<file path="config.mk">
export PLATFORM = sky130hd
export DESIGN_NAME = cpu_step_ctrl
export DESIGN_NICKNAME = d
export VERILOG_FILES = /design/src/rtl/cpu_step_ctrl_pkg.sv /design/src/rtl/cpu_step_ctrl_debouncer.sv /design/src/rtl/cpu_step_ctrl.sv
export SDC_FILE = /design/constraint.sdc
export NUM_CORES = 1
export LEC_CHECK = 0
export CAP_MARGIN = 20
export CORE_UTILIZATION = 50
export DETAILED_ROUTE_END_ITERATION = 6
export DONT_BUFFER_PORTS = 1
export SLEW_MARGIN = 20
export SYNTH_ARGS = -nofsm -noshare
export SYNTH_HDL_FRONTEND = slang
export SYNTH_SLANG_ARGS = --single-unit
</file>
<file path="constraint.sdc">
create_clock -name Clock -period 2.6 [get_ports Clock]
set_input_delay 0.52 -clock Clock [delete_from_list [all_inputs] [get_ports Clock]]
set_output_delay 0.52 -clock Clock [all_outputs]
set_load 0.02 [all_outputs]
</file>
<file path="src/rtl/cpu_step_ctrl_pkg.sv">
// cpu_step_ctrl_pkg
//   Shared definitions for the CPU run-control sequencer: run-state
//   encoding (visible on the State port), slow-tick counter width and
//   button bit assignments.
package cpu_step_ctrl_pkg;

   // Encoding is externally visible on State: RUN=0, HALT=1, STEP=2.
   typedef enum logic [1:0] {
      ST_RUN  = 2'd0,
      ST_HALT = 2'd1,
      ST_STEP = 2'd2
   } run_state_e;

   localparam int unsigned TICK_W = 28;

   localparam int unsigned BTN_RUN  = 0;
   localparam int unsigned BTN_STEP = 1;
   localparam int unsigned BTN_ARM  = 2;

endpackage

</file>
<file path="src/rtl/cpu_step_ctrl_debouncer.sv">
// Debouncer
//   Conditions one asynchronous push button: 2-FF synchroniser, counter
//   debouncer, then rising-edge detect.
// Ports:
//   Clock  in   system clock
//   Reset  in   synchronous, active-high reset
//   In     in   raw asynchronous button level
//   Level  out  debounced level
//   Press  out  one-cycle pulse on each debounced rising edge
module Debouncer #(
   parameter int unsigned DEBOUNCE_MAX = 250000
) (
   input  logic Clock,
   input  logic Reset,
   input  logic In,
   output logic Level,
   output logic Press
);

   localparam int unsigned CNT_W = (DEBOUNCE_MAX > 2) ? $clog2(DEBOUNCE_MAX) : 1;
   localparam logic [CNT_W-1:0] CNT_LAST = CNT_W'(DEBOUNCE_MAX - 1);

   logic             sync1_q, sync2_q;
   logic             level_q, level_d;
   logic             prev_q;
   logic [CNT_W-1:0] cnt_q, cnt_d;

   // The counter only runs while the synchronised input disagrees with the
   // debounced level; the DEBOUNCE_MAX-th consecutive disagreeing cycle
   // commits the new level and restarts the count.
   always_comb begin
      level_d = level_q;
      cnt_d   = '0;
      if (sync2_q != level_q) begin
         if (cnt_q == CNT_LAST) begin
            level_d = sync2_q;
         end else begin
            cnt_d = cnt_q + CNT_W'(1);
         end
      end
   end

   always_ff @(posedge Clock) begin
      if (Reset) begin
         sync1_q <= 1'b0;
         sync2_q <= 1'b0;
         level_q <= 1'b0;
         prev_q  <= 1'b0;
         cnt_q   <= '0;
      end else begin
         sync1_q <= In;
         sync2_q <= sync1_q;
         level_q <= level_d;
         prev_q  <= level_q;
         cnt_q   <= cnt_d;
      end
   end

   assign Level = level_q;
   assign Press = level_q & ~prev_q;

endmodule

</file>
<file path="src/rtl/cpu_step_ctrl.sv">
// cpu_step_ctrl
//   Run-control sequencer for the CPU instruction cycle. Produces the
//   one-cycle Go strobe that advances the CPU, with free-run (slow tick),
//   turbo, halt, single-step and breakpoint-halt modes.
// Ports:
//   Clock    in   system clock
//   Reset    in   synchronous, active-high reset
//   Turbo    in   async switch; Go every cycle while running
//   Btns     in   async buttons: [0] run/stop, [1] step, [2] breakpoint arm
//   IP       in   current CPU instruction pointer
//   BrkAddr  in   breakpoint address
//   Go       out  one-cycle execute strobe
//   State    out  RUN=0, HALT=1, STEP=2
//   Armed    out  breakpoint enabled
//   BrkHit   out  HALT was entered by the breakpoint
module cpu_step_ctrl
   import cpu_step_ctrl_pkg::*;
#(
   parameter int unsigned TICK_MAX     = 12500000,
   parameter int unsigned DEBOUNCE_MAX = 250000
) (
   input  logic       Clock,
   input  logic       Reset,
   input  logic       Turbo,
   input  logic [2:0] Btns,
   input  logic [7:0] IP,
   input  logic [7:0] BrkAddr,
   output logic       Go,
   output logic [1:0] State,
   output logic       Armed,
   output logic       BrkHit
);

   localparam logic [TICK_W-1:0] TICK_LAST = TICK_W'(TICK_MAX);

   logic [2:0]        press;
   logic [2:0]        btn_level_unused;  // debounced levels, kept for probing only
   logic              turbo_s1_q, turbo_s_q;
   logic [TICK_W-1:0] cnt_q, cnt_d;
   run_state_e        state_q, state_d;
   logic              armed_q, armed_d;
   logic              brk_hit_q, brk_hit_d;
   logic              skip_q, skip_d;
   logic              hit;
   logic              go_run;

   Debouncer #(.DEBOUNCE_MAX(DEBOUNCE_MAX)) u_db_run (
      .Clock (Clock),
      .Reset (Reset),
      .In    (Btns[BTN_RUN]),
      .Level (btn_level_unused[BTN_RUN]),
      .Press (press[BTN_RUN])
   );

   Debouncer #(.DEBOUNCE_MAX(DEBOUNCE_MAX)) u_db_step (
      .Clock (Clock),
      .Reset (Reset),
      .In    (Btns[BTN_STEP]),
      .Level (btn_level_unused[BTN_STEP]),
      .Press (press[BTN_STEP])
   );

   Debouncer #(.DEBOUNCE_MAX(DEBOUNCE_MAX)) u_db_arm (
      .Clock (Clock),
      .Reset (Reset),
      .In    (Btns[BTN_ARM]),
      .Level (btn_level_unused[BTN_ARM]),
      .Press (press[BTN_ARM])
   );

   assign cnt_d = (cnt_q == TICK_LAST) ? '0 : cnt_q + TICK_W'(1);

   // skip masks the breakpoint for the instruction we resume on, so leaving
   // a breakpoint halt executes BrkAddr once instead of re-halting.
   assign hit = (state_q == ST_RUN) & armed_q & (IP == BrkAddr) & ~skip_q;

   assign go_run = ((cnt_q == '0) | turbo_s_q) & ~hit;

   always_comb begin
      state_d   = state_q;
      brk_hit_d = brk_hit_q;
      armed_d   = armed_q ^ press[BTN_ARM];
      unique case (state_q)
         ST_RUN: begin
            if (hit) begin
               state_d   = ST_HALT;
               brk_hit_d = 1'b1;
            end else if (press[BTN_RUN]) begin
               state_d = ST_HALT;
            end
         end
         ST_HALT: begin
            if (press[BTN_RUN]) begin
               state_d   = ST_RUN;
               brk_hit_d = 1'b0;
            end else if (press[BTN_STEP]) begin
               state_d = ST_STEP;
            end
         end
         ST_STEP: state_d = ST_HALT;
         default: state_d = ST_RUN;
      endcase

      // Setting on HALT exit takes priority over the clear.
      skip_d = skip_q;
      if (IP != BrkAddr) begin
         skip_d = 1'b0;
      end
      if ((state_q == ST_HALT) && (state_d != ST_HALT)) begin
         skip_d = 1'b1;
      end
   end

   always_ff @(posedge Clock) begin
      if (Reset) begin
         turbo_s1_q <= 1'b0;
         turbo_s_q  <= 1'b0;
         cnt_q      <= '0;
         state_q    <= ST_RUN;
         armed_q    <= 1'b0;
         brk_hit_q  <= 1'b0;
         skip_q     <= 1'b0;
      end else begin
         turbo_s1_q <= Turbo;
         turbo_s_q  <= turbo_s1_q;
         cnt_q      <= cnt_d;
         state_q    <= state_d;
         armed_q    <= armed_d;
         brk_hit_q  <= brk_hit_d;
         skip_q     <= skip_d;
      end
   end

   always_comb begin
      Go = 1'b0;
      if (!Reset) begin
         unique case (state_q)
            ST_RUN:  Go = go_run;
            ST_STEP: Go = 1'b1;
            default: Go = 1'b0;
         endcase
      end
   end

   assign State  = state_q;
   assign Armed  = armed_q;
   assign BrkHit = brk_hit_q;

endmodule

</file>
==> impl_metrics.yaml, run 1 <==
finish:
  drive_gt1_frac: 0.0424
  regArea_um2: 2020
  syn_to_final_growth_pct: 6.00
  layout.nets: 542
  multi_input_area_um2: 2330
  fillCellCount: 811
  num_antenna_cells: 0
  stdcell_count: 627
  final_area_um2: 4780
floorplanning:
  die-area_um2: 9400
  rows: 34
  die_x_um: 96.9
  dieHeight_um: 96.9
  pin_count: 27
  initial_core_util: 0.517
  coreArea_um2: 8720
timing:
  period_minus_slack_ns: 2.38
  worst_hold_slack_ns: 0.216
  drv_slew: 0
  fin_crit_sh: 0.915
  skew_ns: 0.00939
  hold_violations: 0
  tns_ns: 0
  fmax_mhz: 420
  setup_violations: 0
  rsz0062_at_grt: "false"
  setup_slack_ns: 0.222
  worst_pin_slew_ns: 0.585
  worst_slew_margin_rel: 0.610
global_route:
  grt-ovfl-total: 0
  use_met2: 0.306
  grt_use_met3: 0.0470
  met1_usage: 0.241
  grt_first_pass_wirelength_mm: 14.6
  grt_max_degree: 29
  antenna_found_initial: 0
  grt-busiest-layer: "met2"
  grt_usage: 0.187
  grt_pass1_vias: 3204
placed_design:
  placedInstanceArea_um2: 4580
  placed_cells: 612
  dp_hpwl_mm: 5.78
  place.gp.congestion: 0.800
  port_buffers: 0
  dp_slack_ns: 0.383
drt:
  num_vias: 3598
  routed_wl_mm: 8.49
  drtPass1Iterations: 4
  ant_nets: 0
  dr.first_iter.drc_count: 102
  drc: 0
  wl_per_cell_um: 13.5
  vias_per_cell: 5.74
yosys:
  ys_warn_count: 0
  ys_seq_elements: 101
  yosys.area.top_type: "dfxtp_1"
  synth_cell_types: 40
  synth_edf_count: 0
  synth.avg_cell_area_um2: 8.67
  yosysMostFrequentCell: "dfxtp_1"
  synthCells: 520
  ys_seq_area_frac: 0.449
  synth-main-ff-cell: "dfxtp_1"
  synth_area_leaders: "dfxtp_1 45%, xor2_1 5.8%, nor2_1 4.9%, xnor2_1 4.9%, a21oi_1 3.9%"
  synthesis.area_um2: 4510
  yosys-top-cells-count: "101 x dfxtp_1, 59 x nor2_1, 35 x a21oi_1"
  synth_top_area_share: 0.449
  async_reset_ff_frac: 0
  synth_nets: 547
clock_tree:
  clock-sinks: 101
  root_buffer: "clkbuf_8"
  worstSkewPairLatency_ns: 0.36
  post_cts_buffers: 0
  cts_tree: "yes"
  cts_resized: 0
  cts_buffer_depth: 2
  htreeDepth: 3
  clk_pin_slew_worst_paths_ns: 0.09
  ctsHoldBuffers: 0
  cts_buffers: 9
setup_path:
  cp-end-kind: "output port"
  cp_max_fo: 6
  r2r_cells: 4
  worstPathArrival_ns: 1.86
  critical_path.max_stage_delay_ns: 0.36
  crit_slowest_cell: "dfxtp_1"
  critical_path.cell_chain: "inv_1 > ha_1 > nor4b_1 > and4_1 > a211o_1 > o2111a_1"
  worstSetupPathType: "register to output port"
  critical_path_required_ns: 2.08
  critPathLaunchType: "register"
power:
  p_leak_nw: 1.42
  vdd_drop_max_v: 0.000215
  power.density_nw_per_um2: 547
worst_hold_path:
  hp-class: "input pin to register"
  holdPathStages: 1
status:
  status: "completed"
flow_run:
  max-cap-violations: 0
-- per-stage QoR --
stage                      util  power [mW]
after CTS                 0.548        2.66
after global placement    0.525        1.66
after floorplan               -        1.65
after global routing      0.548        2.72
after detailed placement  0.525        1.66
final                     0.548        2.61
-- state kept, by name, indices dropped and copies added (netlist names), 2 cells and up --
signal,count
u_db_step.cnt_q,18
u_db_arm.cnt_q,18
cnt_q,28
u_db_run.cnt_q,18
State,2
-- routing by layer --
layer  share of wire  vias to the layer above  routed length, µm
met5               0                        -                  0
met4           0.014                        0                121
met3           0.035                       10                293
met2            0.45                       46               3790
met1            0.50                     1692               4280
li1                -                     1850                  -
-- final timing paths --
| check | start | to | slack (ns) |
|---|---|---|---|
| hold reg to reg | u_db_step.prev_q | State[1] | 0.42 |
| setup / recovery | cnt_q[0] | Go | 0.22 |
| setup reg to reg | cnt_q[2] | cnt_q[23] | 0.44 |
| hold / removal | Reset | turbo_s1_q | 0.22 |
-- cell usage in the layout (no fill, tap or decap), types with 9 or more instances in the layout --
cell	netlist	layout
xor2_1	30	30
a21oi_1	35	35
or4_1	23	23
clkbuf_8	0	10
nand3_1	31	31
o31ai_1	16	16
xnor2_1	25	25
and4_1	9	9
nor2b_1	11	11
or3_1	19	19
nor4_1	15	15
nand4_1	18	18
inv_1	18	18
nand2_1	30	30
dfxtp_1	101	101
o21ai_0	19	19
nor2_1	59	59
-- critical path: cells and delay by family (launching register included) --
kind | cells | cell delay [ns]
AOI/OAI and AO/OA | 2 | 0.47
DFF | 1 | 0.36
and+or+nand+nor | 2 | 0.47
buffers and inverters | 1 | 0.07
adders and majority gates | 1 | 0.14
-- cells by family after synthesis --
family,Yosys count,synth area share
compound gates,80,0.104
xor+xnor,55,0.107
fa+ha+maj,5,0.0139
buf+inv,37,0.0336
flops,101,0.449
simple gates,242,0.293
-- where the power goes --
group          switching (mW)  internal, mW
clock network           0.525         0.468
registers             0.00826          1.56
logic                  0.0314        0.0245
total                   0.565          2.05
-- layout make-up --
class                   instances  share of cell area
well taps                     108              0.0283
multi-input cells             382               0.488
inverters                      18              0.0141
repair buffers                  3             0.00471
flip-flops and latches        101               0.423
clock buffers                  10              0.0288
clock inverters                 5              0.0123
No activity file was read; power rests on OpenSTA's default activity.
==> run 2, diff against run 1 <==
CORE_MARGIN = 3   (was unset)
==> impl_metrics.yaml, run 2 (synthesis results as in run 1) <==
clock_tree:
  ctsHoldBuffers: 0
  cts_buffer_depth: 2
  worstSkewPairLatency_ns: 0.36
  htreeDepth: 3
  root_buffer: "clkbuf_8"
  post_cts_buffers: 0
  cts_resized: 0
  clock-sinks: 101
  clk_pin_slew_worst_paths_ns: 0.10
  cts_tree: "yes"
  cts_buffers: 9
drt:
  wl_per_cell_um: 13.5
  num_vias: 3615
  ant_nets: 0
  drtPass1Iterations: 4
  drc: 0
  vias_per_cell: 5.76
  routed_wl_mm: 8.48
  dr.first_iter.drc_count: 114
timing:
  period_minus_slack_ns: 2.35
  tns_ns: 0
  setup_violations: 0
  skew_ns: 0.00943
  worst_pin_slew_ns: 0.582
  fmax_mhz: 425
  setup_slack_ns: 0.248
  fin_crit_sh: 0.905
  hold_violations: 0
  drv_slew: 0
  worst_slew_margin_rel: 0.612
  rsz0062_at_grt: "false"
floorplanning:
  dieHeight_um: 101
  die-area_um2: 10200
  initial_core_util: 0.517
  die_x_um: 101
  pin_count: 27
  coreArea_um2: 8720
  rows: 34
power:
  finalPower_mw: 2.63
  p_leak_nw: 1.42
  vdd_drop_max_v: 0.000309
  power.density_nw_per_um2: 550
finish:
  drive_gt1_frac: 0.0423
  largest_register: "cnt_q"
  layout_common_cells: "101 x dfxtp_1, 59 x nor2_1, 35 x a21oi_1"
  multi_input_area_um2: 2330
  regArea_um2: 2020
  final_common_cell: "dfxtp_1"
  largest_register_ffs: 28
  syn_to_final_growth_pct: 6.11
  layout.nets: 542
  fillCellCount: 825
  fin_util: 0.548
  num_antenna_cells: 0
setup_path:
  critical_path_required_ns: 2.08
  cp_num_buf_inv: 1
  critical_path.cell_chain: "inv_1 > ha_1 > nor4b_1 > and4_1 > a211o_1 > o2111a_1"
  cp_max_fo: 6
  worstPathArrival_ns: 1.83
  worstSetupPathType: "register to output port"
  crit_slowest_cell: "dfxtp_1"
  cp-end-kind: "output port"
  cp_top_family: "simple AND/OR/NAND/NOR gates"
  critical_path.max_stage_delay_ns: 0.36
  critPathLaunchType: "register"
global_route:
  grt-ovfl-total: 0
  grt_max_degree: 29
  grt_first_pass_wirelength_mm: 14.7
  grt_usage: 0.175
  antenna_found_initial: 0
  grt_pass1_vias: 3234
placed_design:
  dp_hpwl_mm: 5.88
  port_buffers: 0
  dp_slack_ns: 0.399
  place.gp.congestion: 0.803
worst_hold_path:
  hp-class: "input pin to register"
flow_run:
  max-cap-violations: 0
status:
  status: "completed"
==> run 2: changes by cell type in the layout (fill, tap and decap cells not counted), sizes merged <==
cell and change:
clkinv -1, inv -1, clkinvlp +2, clkbuf +1
==> run 2: layout make-up <==
cell class,count,area share
Clock buffer,11,0.0296
Clock inverter,5,0.0126
Inverter,18,0.0141
Multi-Input combinational cell,382,0.488
Sequential cell,101,0.423
Tap cell,108,0.0283
Timing Repair Buffer,3,0.00471
==> run 2: worst reg2reg max path: stages, from the launching register on <==
cell and delay, ns:
dfxtp_1 0.45, nand4_2 0.16, or4_1 0.77, or4_1 0.58
a21oi_1 0.16
==> run 2: per-stage QoR <==
step	hold WS [ns]	std cells	area, µm²
final	0.221	628	4780
after global routing	0.192	628	4780
after CTS	0.198	628	4780
after detailed placement	0.409	612	4580
after global placement	0.404	612	4580
after floorplan	0.391	520	4510
==> run 2: per-layer routing <==
metal / part of all wire / vias to the layer above / GRT usage
met3: 0.053 / 8 / 0.0547
met5: 0 / - / 0
met2: 0.45 / 66 / 0.284
met1: 0.49 / 1687 / 0.228
met4: 0.0085 / 0 / 0.0429
li1: - / 1854 / -
==> run 2: power breakdown <==
group	switching (mW)	internal, mW	leakage (nW)
Combinational	0.0311	0.0246	0.512
Clock	0.535	0.472	0.0878
Sequential	0.00831	1.56	0.816
==> run 2: final timing paths <==
check / start / end / slack, ns / cells after the start
worst min register to register: u_db_step.prev_q / State[1] / 0.42 / 1
worst max register to register: cnt_q[4] / cnt_q[25] / 0.41 / 4
worst max-delay path: cnt_q[0] / Go / 0.25 / 6
worst min-delay path: Reset / turbo_s1_q / 0.22 / 1
